==> src/rtl/tx_frame_scheduler.sv <==
// tx_frame_scheduler
// Cuts the transmitter's free-running AXI-Stream word stream into frames of
// programmable length, separates frames by a programmable idle gap, and stops
// after a programmed frame count or on request. One register slice on output.
//
// state    | meaning
// ---------+---------------------------------------------------------------
// ST_IDLE  | no run; waiting for cfg_start
// ST_SEND  | accepting upstream words into the slice, building a frame
// ST_GAP   | upstream held off for the programmed number of idle cycles
// ST_DRAIN | run finished upstream; waiting for the slice to empty
module tx_frame_scheduler #(
  parameter int DATA_WIDTH = 32,
  parameter int LEN_WIDTH  = 16,
  parameter int GAP_WIDTH  = 16,
  parameter int CNT_WIDTH  = 16
) (
  input  logic                  s_axi_aclk,
  input  logic                  s_axi_areset,
  input  logic                  cfg_start,
  input  logic                  cfg_stop,
  input  logic [LEN_WIDTH-1:0]  cfg_frame_len,
  input  logic [GAP_WIDTH-1:0]  cfg_gap,
  input  logic [CNT_WIDTH-1:0]  cfg_num_frames,
  input  logic                  s_axis_tvalid,
  output logic                  s_axis_tready,
  input  logic [DATA_WIDTH-1:0] s_axis_tdata,
  output logic                  m_axis_tvalid,
  input  logic                  m_axis_tready,
  output logic [DATA_WIDTH-1:0] m_axis_tdata,
  output logic                  m_axis_sof,
  output logic                  m_axis_eof,
  output logic                  busy,
  output logic                  done,
  output logic [CNT_WIDTH-1:0]  frames_sent
);

  typedef enum logic [1:0] {ST_IDLE, ST_SEND, ST_GAP, ST_DRAIN} state_t;

  localparam logic [LEN_WIDTH-1:0] LEN_ONE = LEN_WIDTH'(1);
  localparam logic [GAP_WIDTH-1:0] GAP_ONE = GAP_WIDTH'(1);
  localparam logic [CNT_WIDTH-1:0] CNT_ONE = CNT_WIDTH'(1);

  state_t                r_state, w_state_nxt;
  logic [LEN_WIDTH-1:0]  r_len, r_word_cnt;
  logic [GAP_WIDTH-1:0]  r_gap, r_gap_cnt;
  logic [CNT_WIDTH-1:0]  r_num, r_issued, r_frames_sent;
  logic                  r_stop_pending, r_done;
  logic                  r_tvalid, r_sof, r_eof;
  logic [DATA_WIDTH-1:0] r_tdata;

  logic w_slice_free, w_up_hs, w_dn_hs, w_last_word, w_stop_req, w_run_end;
  logic w_tready, w_start, w_enter_gap;

  assign w_slice_free = !r_tvalid || m_axis_tready;
  assign w_up_hs      = s_axis_tvalid && w_tready;
  assign w_dn_hs      = r_tvalid && m_axis_tready;
  assign w_start      = (r_state == ST_IDLE) && cfg_start;
  assign w_last_word  = (r_word_cnt == (r_len - LEN_ONE));
  // A stop arriving on the eof cycle itself still ends the run after this frame.
  assign w_stop_req   = r_stop_pending || cfg_stop;
  assign w_run_end    = w_stop_req ||
                        ((r_num != '0) && ((r_issued + CNT_ONE) == r_num));
  assign w_enter_gap  = (r_state == ST_SEND) && (w_state_nxt == ST_GAP);

  assign s_axis_tready = w_tready;
  assign m_axis_tvalid = r_tvalid;
  assign m_axis_tdata  = r_tdata;
  assign m_axis_sof    = r_sof;
  assign m_axis_eof    = r_eof;
  assign busy          = (r_state != ST_IDLE);
  assign done          = r_done;
  assign frames_sent   = r_frames_sent;

  // State register.
  always_ff @(posedge s_axi_aclk) begin
    if (s_axi_areset) r_state <= ST_IDLE;
    else              r_state <= w_state_nxt;
  end

  // Next-state decode and upstream ready.
  always_comb begin
    w_state_nxt = r_state;
    w_tready    = 1'b0;
    case (r_state)
      ST_IDLE: begin
        if (cfg_start) w_state_nxt = ST_SEND;
      end
      ST_SEND: begin
        w_tready = w_slice_free;
        if (w_up_hs && w_last_word) begin
          if (w_run_end)          w_state_nxt = ST_DRAIN;
          else if (r_gap != '0)   w_state_nxt = ST_GAP;
        end
      end
      ST_GAP: begin
        if (r_gap_cnt == GAP_ONE) w_state_nxt = w_stop_req ? ST_DRAIN : ST_SEND;
      end
      ST_DRAIN: begin
        if (w_slice_free) w_state_nxt = ST_IDLE;
      end
      default: w_state_nxt = ST_IDLE;
    endcase
  end

  // Latch run configuration on start; a zero length is treated as one word.
  always_ff @(posedge s_axi_aclk) begin
    if (s_axi_areset) begin
      r_len <= LEN_ONE;
      r_gap <= '0;
      r_num <= '0;
    end else if (w_start) begin
      r_len <= (cfg_frame_len == '0) ? LEN_ONE : cfg_frame_len;
      r_gap <= cfg_gap;
      r_num <= cfg_num_frames;
    end
  end

  // Stop request is remembered so the current frame can finish first.
  always_ff @(posedge s_axi_aclk) begin
    if (s_axi_areset)
      r_stop_pending <= 1'b0;
    else if (w_start)
      r_stop_pending <= cfg_stop;
    else if (cfg_stop && ((r_state == ST_SEND) || (r_state == ST_GAP)))
      r_stop_pending <= 1'b1;
  end

  // Word position within the frame and issued-frame count (wraps).
  always_ff @(posedge s_axi_aclk) begin
    if (s_axi_areset) begin
      r_word_cnt <= '0;
      r_issued   <= '0;
    end else if (w_start) begin
      r_word_cnt <= '0;
      r_issued   <= '0;
    end else if (w_up_hs) begin
      if (w_last_word) begin
        r_word_cnt <= '0;
        r_issued   <= r_issued + CNT_ONE;
      end else begin
        r_word_cnt <= r_word_cnt + LEN_ONE;
      end
    end
  end

  // Inter-frame gap down-counter; terminal count 1 releases the next frame.
  always_ff @(posedge s_axi_aclk) begin
    if (s_axi_areset)            r_gap_cnt <= '0;
    else if (w_enter_gap)        r_gap_cnt <= r_gap;
    else if (r_state == ST_GAP)  r_gap_cnt <= r_gap_cnt - GAP_ONE;
  end

  // Output register slice with regenerated frame markers.
  always_ff @(posedge s_axi_aclk) begin
    if (s_axi_areset) begin
      r_tvalid <= 1'b0;
      r_tdata  <= '0;
      r_sof    <= 1'b0;
      r_eof    <= 1'b0;
    end else if (w_up_hs) begin
      r_tvalid <= 1'b1;
      r_tdata  <= s_axis_tdata;
      r_sof    <= (r_word_cnt == '0);
      r_eof    <= w_last_word;
    end else if (w_dn_hs) begin
      r_tvalid <= 1'b0;
      r_sof    <= 1'b0;
      r_eof    <= 1'b0;
    end
  end

  // Completed-frame count on the output side, saturating.
  always_ff @(posedge s_axi_aclk) begin
    if (s_axi_areset)
      r_frames_sent <= '0;
    else if (w_start)
      r_frames_sent <= '0;
    else if (w_dn_hs && r_eof && (r_frames_sent != {CNT_WIDTH{1'b1}}))
      r_frames_sent <= r_frames_sent + CNT_ONE;
  end

  // End-of-run pulse, coincident with the drop of busy.
  always_ff @(posedge s_axi_aclk) begin
    if (s_axi_areset) r_done <= 1'b0;
    else              r_done <= (r_state == ST_DRAIN) && w_slice_free;
  end

endmodule

==> config.mk <==
export PLATFORM = sky130hd
export DESIGN_NAME = tx_frame_scheduler
export DESIGN_NICKNAME = d
export VERILOG_FILES = /design/src/rtl/tx_frame_scheduler.sv
export SDC_FILE = /design/constraint.sdc
export NUM_CORES = 1
export LEC_CHECK = 0
export CORE_MARGIN = 1
export CORE_UTILIZATION = 50
export DETAILED_ROUTE_END_ITERATION = 6
export PLACE_DENSITY = 0.76
export SLEW_MARGIN = 20
export SYNTH_ARGS = -nofsm -noshare
export SYNTH_HDL_FRONTEND = slang
export SYNTH_SLANG_ARGS = --single-unit
==> constraint.sdc <==
create_clock -name s_axi_aclk -period 3.9 [get_ports s_axi_aclk]
set_input_delay 0.975 -clock s_axi_aclk [delete_from_list [all_inputs] [get_ports s_axi_aclk]]
set_output_delay 0.975 -clock s_axi_aclk [all_outputs]
set_load 0.01 [all_outputs]
==> out/results.txt, run 1 <==
In the routed design, unresolved DRC markers number 0. The logs give 1160 for the number of non-filler instances in the completed layout and 0 ps for the setup TNS after final layout. The tools report the startpoint of the worst setup timing path as m_axis_tready. The H-tree generated during clock tree synthesis spans 4 levels. After floorplanning, the core was sized to cover 14000 um2. The tools report the overall overflow remaining after global route as 0. The top cell types in the final layout, fill and taps aside, are 151 x dfxtp_1, 138 x clkdlybuf4s50_1, 104 x nand2_1, 67 x nor2_1, 52 x a21oi_1.

The global routing usage summed across all routing layers is 25.7%. The library cell used most frequently in the layout, excluding fill and tap cells, is dfxtp_1. The worst register-to-register path ends at r_word_cnt[2]. The signal arrival time at the worst endpoint is 2450 ps, and the routed length per instance is 15.9 um.

In this run the horizontal extent of the chip is 123 um. Across the routed clock network, the largest skew measured is 6.18 ps. The floorplan step set the die height to 123 um.

For the worst setup path, the data required time is 2920 ps. The logs give 6581 for the overall via count from detail_route and 34.1% for the worst slew margin relative to its limit. The top-area cell type share of the netlist area was 41.4%; the number of antenna violations at the first check in global routing was 0.

The clock edge transition at the registers on the reported setup and hold paths was 60 ps. Hold violation total from the final report: 0. The kind of launch point of the worst setup path was an input port. Sequential elements use 41.4% of the synthesized area. The worst path in the final design needs a cycle of 3420 ps, including I/O delays and setup.

The tools report the post-detailed-route count of antenna-violating nets as 0. The number of global-route vias before repair came out at 6217. The post-synthesis sequential element count was 151; the number of buffers on the longest clock path was 2. The share of post-route cells with drive strength above 1 was 7.35%. Count of warnings emitted by yosys: 0. The clock root buffer is clkbuf_16. The net count of the finished layout is 1065. For hold timing, the worst endpoint is m_axis_tdata[28]. Timing analysis after detailed placement gives a worst setup slack of 517 ps. For the die footprint, the log shows 15100 um2.

The detailed router finished its first iteration with 291 violations. Detailed placer's ending HPWL: 13.3 mm. Entering global routing, the biggest net connects 38 pins. The instance count after placement with tap cells included is 1128, and the worst-case register-to-register setup slack is 580 ps. Buffers inserted to repair hold after CTS numbered 0.

Setup repair after global routing left no endpoint under its margin. For this run, the detailed router's first-pass iteration total came to 4. The area added between synthesis and finish is 28.8%, and the starting utilization of the core area is 52.0%. The max-slew violation count is 0.

The depth of the worst hold-timing path was 2. After synthesis, the cell types taking the most area are dfxtp_1 41%, xnor2_1 5.8%, a22o_1 5.5%. Once the clock tree was built, the setup fixing pass inserted 0 buffers. The flow ran to the end, and the final reports show no timing, DRC or antenna violations.

The max-capacitance violation count is 0. Across all setup checks in the final design, the least slack found is 479 ps. The cell taking the most area after synthesis was dfxtp_1. The cell area power density came out at 568 nW/um2. The worst register-to-register path has a depth of 7.

The worst path uses 87.7% of the clock period. The first global-routing pass estimated 30.5 mm of wire. Of all flip-flops after synthesis, the portion carrying an async set or reset was 0%.

The combined area of all synthesized cells came out at 7310 um2. The repair_antennas step left the layout with diodes totalling 0. Synthesis produced a netlist whose cell count is 847. Insertion delay to the later sink of the worst-skew pair: 420 ps. For the post-synth net total, the log shows 945. Among all flip-flop cells after synthesis, the most frequent one is dfxtp_1.

The tightest min-delay check is of the flop to flop type. The run gives 151 as the count of clock tree sinks. For the pin with the worst max-slew slack, the measured transition is 980 ps. The synthesized design contains 0 enable-type register cells.

The floorplan row count came out at 43. The number of buffers created by CTS was 17. For this block, the routed nets add up to 18.5 mm of wire. The path type of the worst setup path was input port to output pin. IR analysis of the VDD net gives a maximum drop of 0.394 mV. Based on the critical path, the design can be clocked at up to 292 MHz.

Along the worst path, the maximum fanout reaches 4. The worst setup path is captured at an output pin. Distinct cell type count of the synthesized netlist: 68.

The startpoint identified for the worst hold timing path is m_axis_tdata[28]. In this run the count of I/O pins placed on the die edge is 140. The tools report the count of endpoints failing setup in the final report as 0. The tools report the reg-to-reg startpoint as r_len[0]. The cell leakage power was 3.32 nW; the mean cell area of the mapped netlist was 8.63 um2.

At the end of routability-driven placement, the weighted congestion stood at 0.883. TritonCTS built the clock tree. The routed via count divided by cell count came out at 5.67. For the number of resized instances in the post-cts repair step, the log shows 0. In this run the tool buffered the top-level ports with 139 buffer cells.
layout make-up:
class | instances | area [um2]
fill | 1154 | 4630
multi-input combinational | 626 | 4000
sequential | 151 | 3020
timing repair buffer | 150 | 1480
clock buffer | 20 | 447
tap | 180 | 225
clock inverter | 12 | 150
inverter | 21 | 78.8
power breakdown:
| part | leakage (nW) | switching (mW) | internal (mW) |
|---|---|---|---|
| Sequential | 1.23 | 0.241 | 1.77 |
| Combinational | 1.80 | 0.903 | 0.759 |
| Clock | 0.287 | 0.642 | 1.02 |
state kept, by name (all words and copies together), names as in the netlist, 2 cells and up:
signal        flops
frames_sent      16
m_axis_tdata     32
r_gap            16
r_gap_cnt        16
r_issued         16
r_len            16
r_num            16
r_state           2
r_word_cnt       16
through the flow:
stage	utilization (%)	hold WS [ps]	power, mW	instance area [um2]
2_1_floorplan	-	432	3.18	7310
3_3_place_gp	62.8	440	3.66	8810
3_5_place_dp	62.8	449	3.68	8810
4_1_cts	67.0	456	5.37	9410
5_1_grt	67.0	473	5.66	9410
6_report	67.0	452	5.34	9410
worst max path at each step:
stage | to | slack (ps) | cells after the start
finish | s_axis_tready | 480 | 4
CTS | s_axis_tready | 510 | 4
global placement | s_axis_tready | 540 | 4
global route | r_gap_cnt[2] | 360 | 10
detailed placement | s_axis_tready | 520 | 4
floorplan | r_gap_cnt[10] | 950 | 12
kinds of logic (layout without fill, tap and decap cells):
group	after synthesis	in the layout	synth area share, %
fa+ha+maj	12	12	2.05
buf+inv	70	203	4.04
mux	3	3	0.411
compound gates	173	173	17.5
flops	151	151	41.4
simple gates	354	354	24.6
xor+xnor	84	84	10.1
metal layers:
metal / share of wire, % / wire length [um] / up-vias / track usage [%]
met5: 0 / 0 / - / 0
met4: 1.4 / 262 / 0 / 8.08
met2: 45 / 8270 / 187 / 40.4
met1: 46 / 8520 / 3096 / 33.4
li1: - / - / 3276 / -
met3: 7.8 / 1430 / 22 / 8.30
cell usage after synthesis, types with 2 or more instances:
| cell type | number |
|---|---|
| nor4_1 | 25 |
| o22ai_1 | 2 |
| a311oi_1 | 3 |
| nand2b_1 | 5 |
| or3_1 | 12 |
| buf_1 | 7 |
| nand2_1 | 104 |
| o221ai_1 | 2 |
| a21oi_1 | 52 |
| nand3_1 | 24 |
| nor2_1 | 69 |
| buf_4 | 2 |
| o21ai_0 | 18 |
| buf_2 | 2 |
| a211oi_1 | 6 |
| o21bai_1 | 2 |
| a21boi_0 | 2 |
| and4_1 | 10 |
| and2_1 | 6 |
| a22o_1 | 46 |
| a22oi_1 | 2 |
| mux2i_1 | 3 |
| xor2_1 | 36 |
| nor4_2 | 2 |
| nor4b_1 | 2 |
| inv_1 | 21 |
| buf_6 | 3 |
| and3_1 | 10 |
| nor3b_1 | 2 |
| nor2b_1 | 8 |
| a211oi_2 | 10 |
| a31oi_1 | 6 |
| or2_2 | 5 |
| xnor2_1 | 48 |
| dfxtp_1 | 151 |
| o211a_1 | 4 |
| nand4_1 | 24 |
| or4_1 | 5 |
| clkbuf_1 | 35 |
| a2111oi_0 | 2 |
| nor3_1 | 30 |
| ha_1 | 12 |
| nand4b_1 | 2 |
critical path: stages:
cell and delay (ps):
clkdlybuf4s50_1 520, nand2b_1 160, and2_1 180, clkdlybuf4s50_1 610
Note: power is estimated with default switching activity, not from simulation.
==> run 2, diff against run 1 <==
CORE_MARGIN = 4   (was 1)
CORE_UTILIZATION = 47   (was 50)
PLACE_DENSITY = unset   (was 0.76)
PLACE_DENSITY_LB_ADDON = 0.08   (was unset)
clock period = 3.09 ns   (was 3.9 ns; I/O delays follow)
==> run 2 against run 1 <==
Effect of this change: clock skew is 1.3 ps higher; critical path depth is 6 higher; clock power is 37% higher; largest power group is now combinational logic.
==> out/results.txt, run 2 (synthesis results as in run 1) <==
The first-pass detailed-route iteration total is 5 (+1). The worst hold-check slack is 452 ps (+0.205 ps), and the total core area is 15200 um2 (+8.3%). Leaving out fill and tap cells, the most frequent cell in the layout is dfxtp_1. The tools report the overall via count from detail_route as 6774 (+2.9%). Subtracting the final worst setup slack from the clock period gives 3000 ps.

For hold timing, the worst endpoint is m_axis_tdata[14]. The flip-flop count of the largest register, all copies and words added is 32 (unchanged), and the first-pass GRT wire length is 32.2 mm (+5.7%). The insertion delay to the later sink of the worst-skew pair came out at 420 ps (about the same). The area added between synthesis and finish is 37.0%. The worst-path maximum fanout is 16 (+12). The layer flagged by global routing as most heavily used is met2. The starting utilization of the core area was 48.1% (-4.0 points). The worst hold path begins at m_axis_tdata[14]. The total wire length was 20.1 mm (+8.9%); the global routing usage summed across all routing layers was 22.0% (-3.7 points).

The max-slew violation count was 0 (unchanged). For this run, the top clock speed supported by timing is 333 MHz. In this run the clock root is driven by a clkbuf_16. The final critical path takes up 97.1% of the cycle. The run gives 28.9% (-4.5 points) as the global-route met1 utilization. The worst setup path is captured at a flop. The share of post-route cells with drive strength above 1 was 13.0% (+5.6 points); the remaining design rule violation count was 0 (unchanged). The die width came out at 133 um (+8.0%).

The signal arrival time at the worst endpoint was 3270 ps (+820 ps). The tools report the setup skew after layout as 7.46 ps (+1.28 ps). The overall overflow remaining after global route is 0 (unchanged), and the CTS H-tree depth is 4 (unchanged).

The sequential cell area came out at 3020 um2 (unchanged). The vertical die dimension was 133 um (+8.0%). For the number of buffers on the longest clock path, the log shows 2 (unchanged). The placer congestion estimate came out at 0.930 (+5.3%).

The routed via count divided by cell count is 5.62 (-0.99%), and the met2 demand-to-capacity share in global routing is 35.2% (-5.3 points). Worst-case register-to-register setup slack: 90 ps (-490 ps). The I/O pin total was 140 (unchanged); the routed length per instance was 16.7 um (+4.7%).

In this run the critical register-to-register path is launched from r_len[2]. The clock edge transition at the registers on the reported setup and hold paths is 60 ps (about the same). The run gives 0.559 mV (+42%) as the maximum resistive drop on vdd.

Hold violation total from the final report: 0 (unchanged). The run gives 0 ps (unchanged) as the setup TNS after final layout. The logs give 54.6% (+20 points) for the worst slew margin relative to its limit and 3360 ps (+440 ps) for the worst endpoint required time. The kind of launch point of the worst setup path was a flop. The tools report the cell leakage power as 3.59 nW (+8.1%). The pin count of the biggest net entering global routing came out at 56 (+47%). The startpoint of the worst setup timing path is r_len[2]. The depth of the worst hold-timing path was 2 (unchanged); the post-detailed-route count of antenna-violating nets was 0 (unchanged).

The logs give 0 (unchanged) for the number of antenna violations at the first check in global routing and 45 (+4.7%) for the floorplan row count. The run gives 1103 (+3.6%) as the number of nets in the final layout. The logs give 17 (unchanged) for the number of buffers created by CTS and 1238 (+7.3%) for the filler cell count. For the max-capacitance violation count, the log shows 0 (unchanged). The run finished with clean final reports.

The antenna cell count is 0 (unchanged). The count of routing violations after the opening detailed-route iteration is 456 (+57%). The number of global-route vias before repair was 6557 (+5.5%); the count of clock tree sinks was 151 (unchanged).

The run gives 6.24% (-2.1 points) as the met3 routing resource usage after global routing. The critical path is of the flop to flop type. The cell area power density was 741 nW/um2 (+30%). The die footprint is 17600 um2 (+17%). The worst hold path belongs to the class flop to flop.

For the multi-input gate area in the final layout, the log shows 4230 um2 (+5.7%). TritonCTS built the clock tree. The library cells used most frequently in the layout, excluding fill and tap cells, are 151 x dfxtp_1, 137 x clkdlybuf4s50_1, 104 x nand2_1, 67 x nor2_1, 52 x a21oi_1. For the detailed placer's ending HPWL, the log shows 14.3 mm (+7.3%). The number of port buffers is 139 (unchanged), and the overall power consumption is 7.42 mW (+39%). The run gives 0 (unchanged) as the count of endpoints failing setup in the final report. Number of cell instances on the worst register-to-register path: 10 (+3).

The measured slew at the worst slew-check pin is 681 ps (-298 ps). The reg-to-reg endpoint is r_gap_cnt[5].
## run 2: what timing repair did
item                                    in CTS  in global routing
setup buffers                                0                  3
gates resized for setup                     12                 30
hold buffers                                 0                  0
pin swaps                                    2                 11
endpoints found under the setup margin      17                 19
cloned                                       0                  2
## run 2: final cells by class
cell class / count / share of cell area [%]
multi-input combinational: 628 / 42.3
sequential: 151 / 30.2
timing repair buffer: 186 / 17.8
clock buffer: 22 / 4.94
tap: 188 / 2.35
clock inverter: 10 / 1.65
inverter: 21 / 0.787
## run 2: layer usage
metal	up-vias	routed length, um
li1	3353	-
met1	3179	8890
met2	213	9470
met4	0	339
met3	29	1420
met5	-	0
## run 2: worst max-delay path, cell delays in order (launching register included)
cell and delay (ps):
dfxtp_1 310, or4_4 540, or3_4 440, a2111oi_4 290, and4_4 290, and4_4 230
o31a_2 190, o21ai_4 80, buf_12 170, nor3_1 220, a311oi_2 90
## run 2: power by group
part | internal [mW] | leakage (nW) | switching, mW
Combinational | 1.20 | 2.04 | 1.41
Clock | 1.46 | 0.315 | 0.814
Sequential | 2.24 | 1.23 | 0.287
## run 2: how the worst max path moves through the flow
stage	slack [ps]	to	cells after the start
CTS	10	r_gap_cnt[4]	9
global route	-30	r_gap_cnt[5]	10
floorplan	140	r_gap_cnt[10]	12
global placement	3	r_gap_cnt[5]	11
finish	90	r_gap_cnt[5]	10
detailed placement	-80	r_gap_cnt[7]	9
## run 2: per-stage QoR
step / setup slack (ps) / util, % / instance area (um2) / cells
after detailed placement: -81.9 / 59.8 / 9090 / 1170
after global routing: -34.6 / 65.9 / 10000 / 1206
after CTS: 10.0 / 64.5 / 9800 / 1202
after floorplan: 136 / - / 7310 / 847
after global placement: 2.61 / 59.8 / 9090 / 1170
final: 90.1 / 65.9 / 10000 / 1206
==> run 3, diff against run 2 <==
CAP_MARGIN = 20   (was unset)
==> results of run 3 <==
No change in the layout: final DEF, timing and power equal those of run 2.
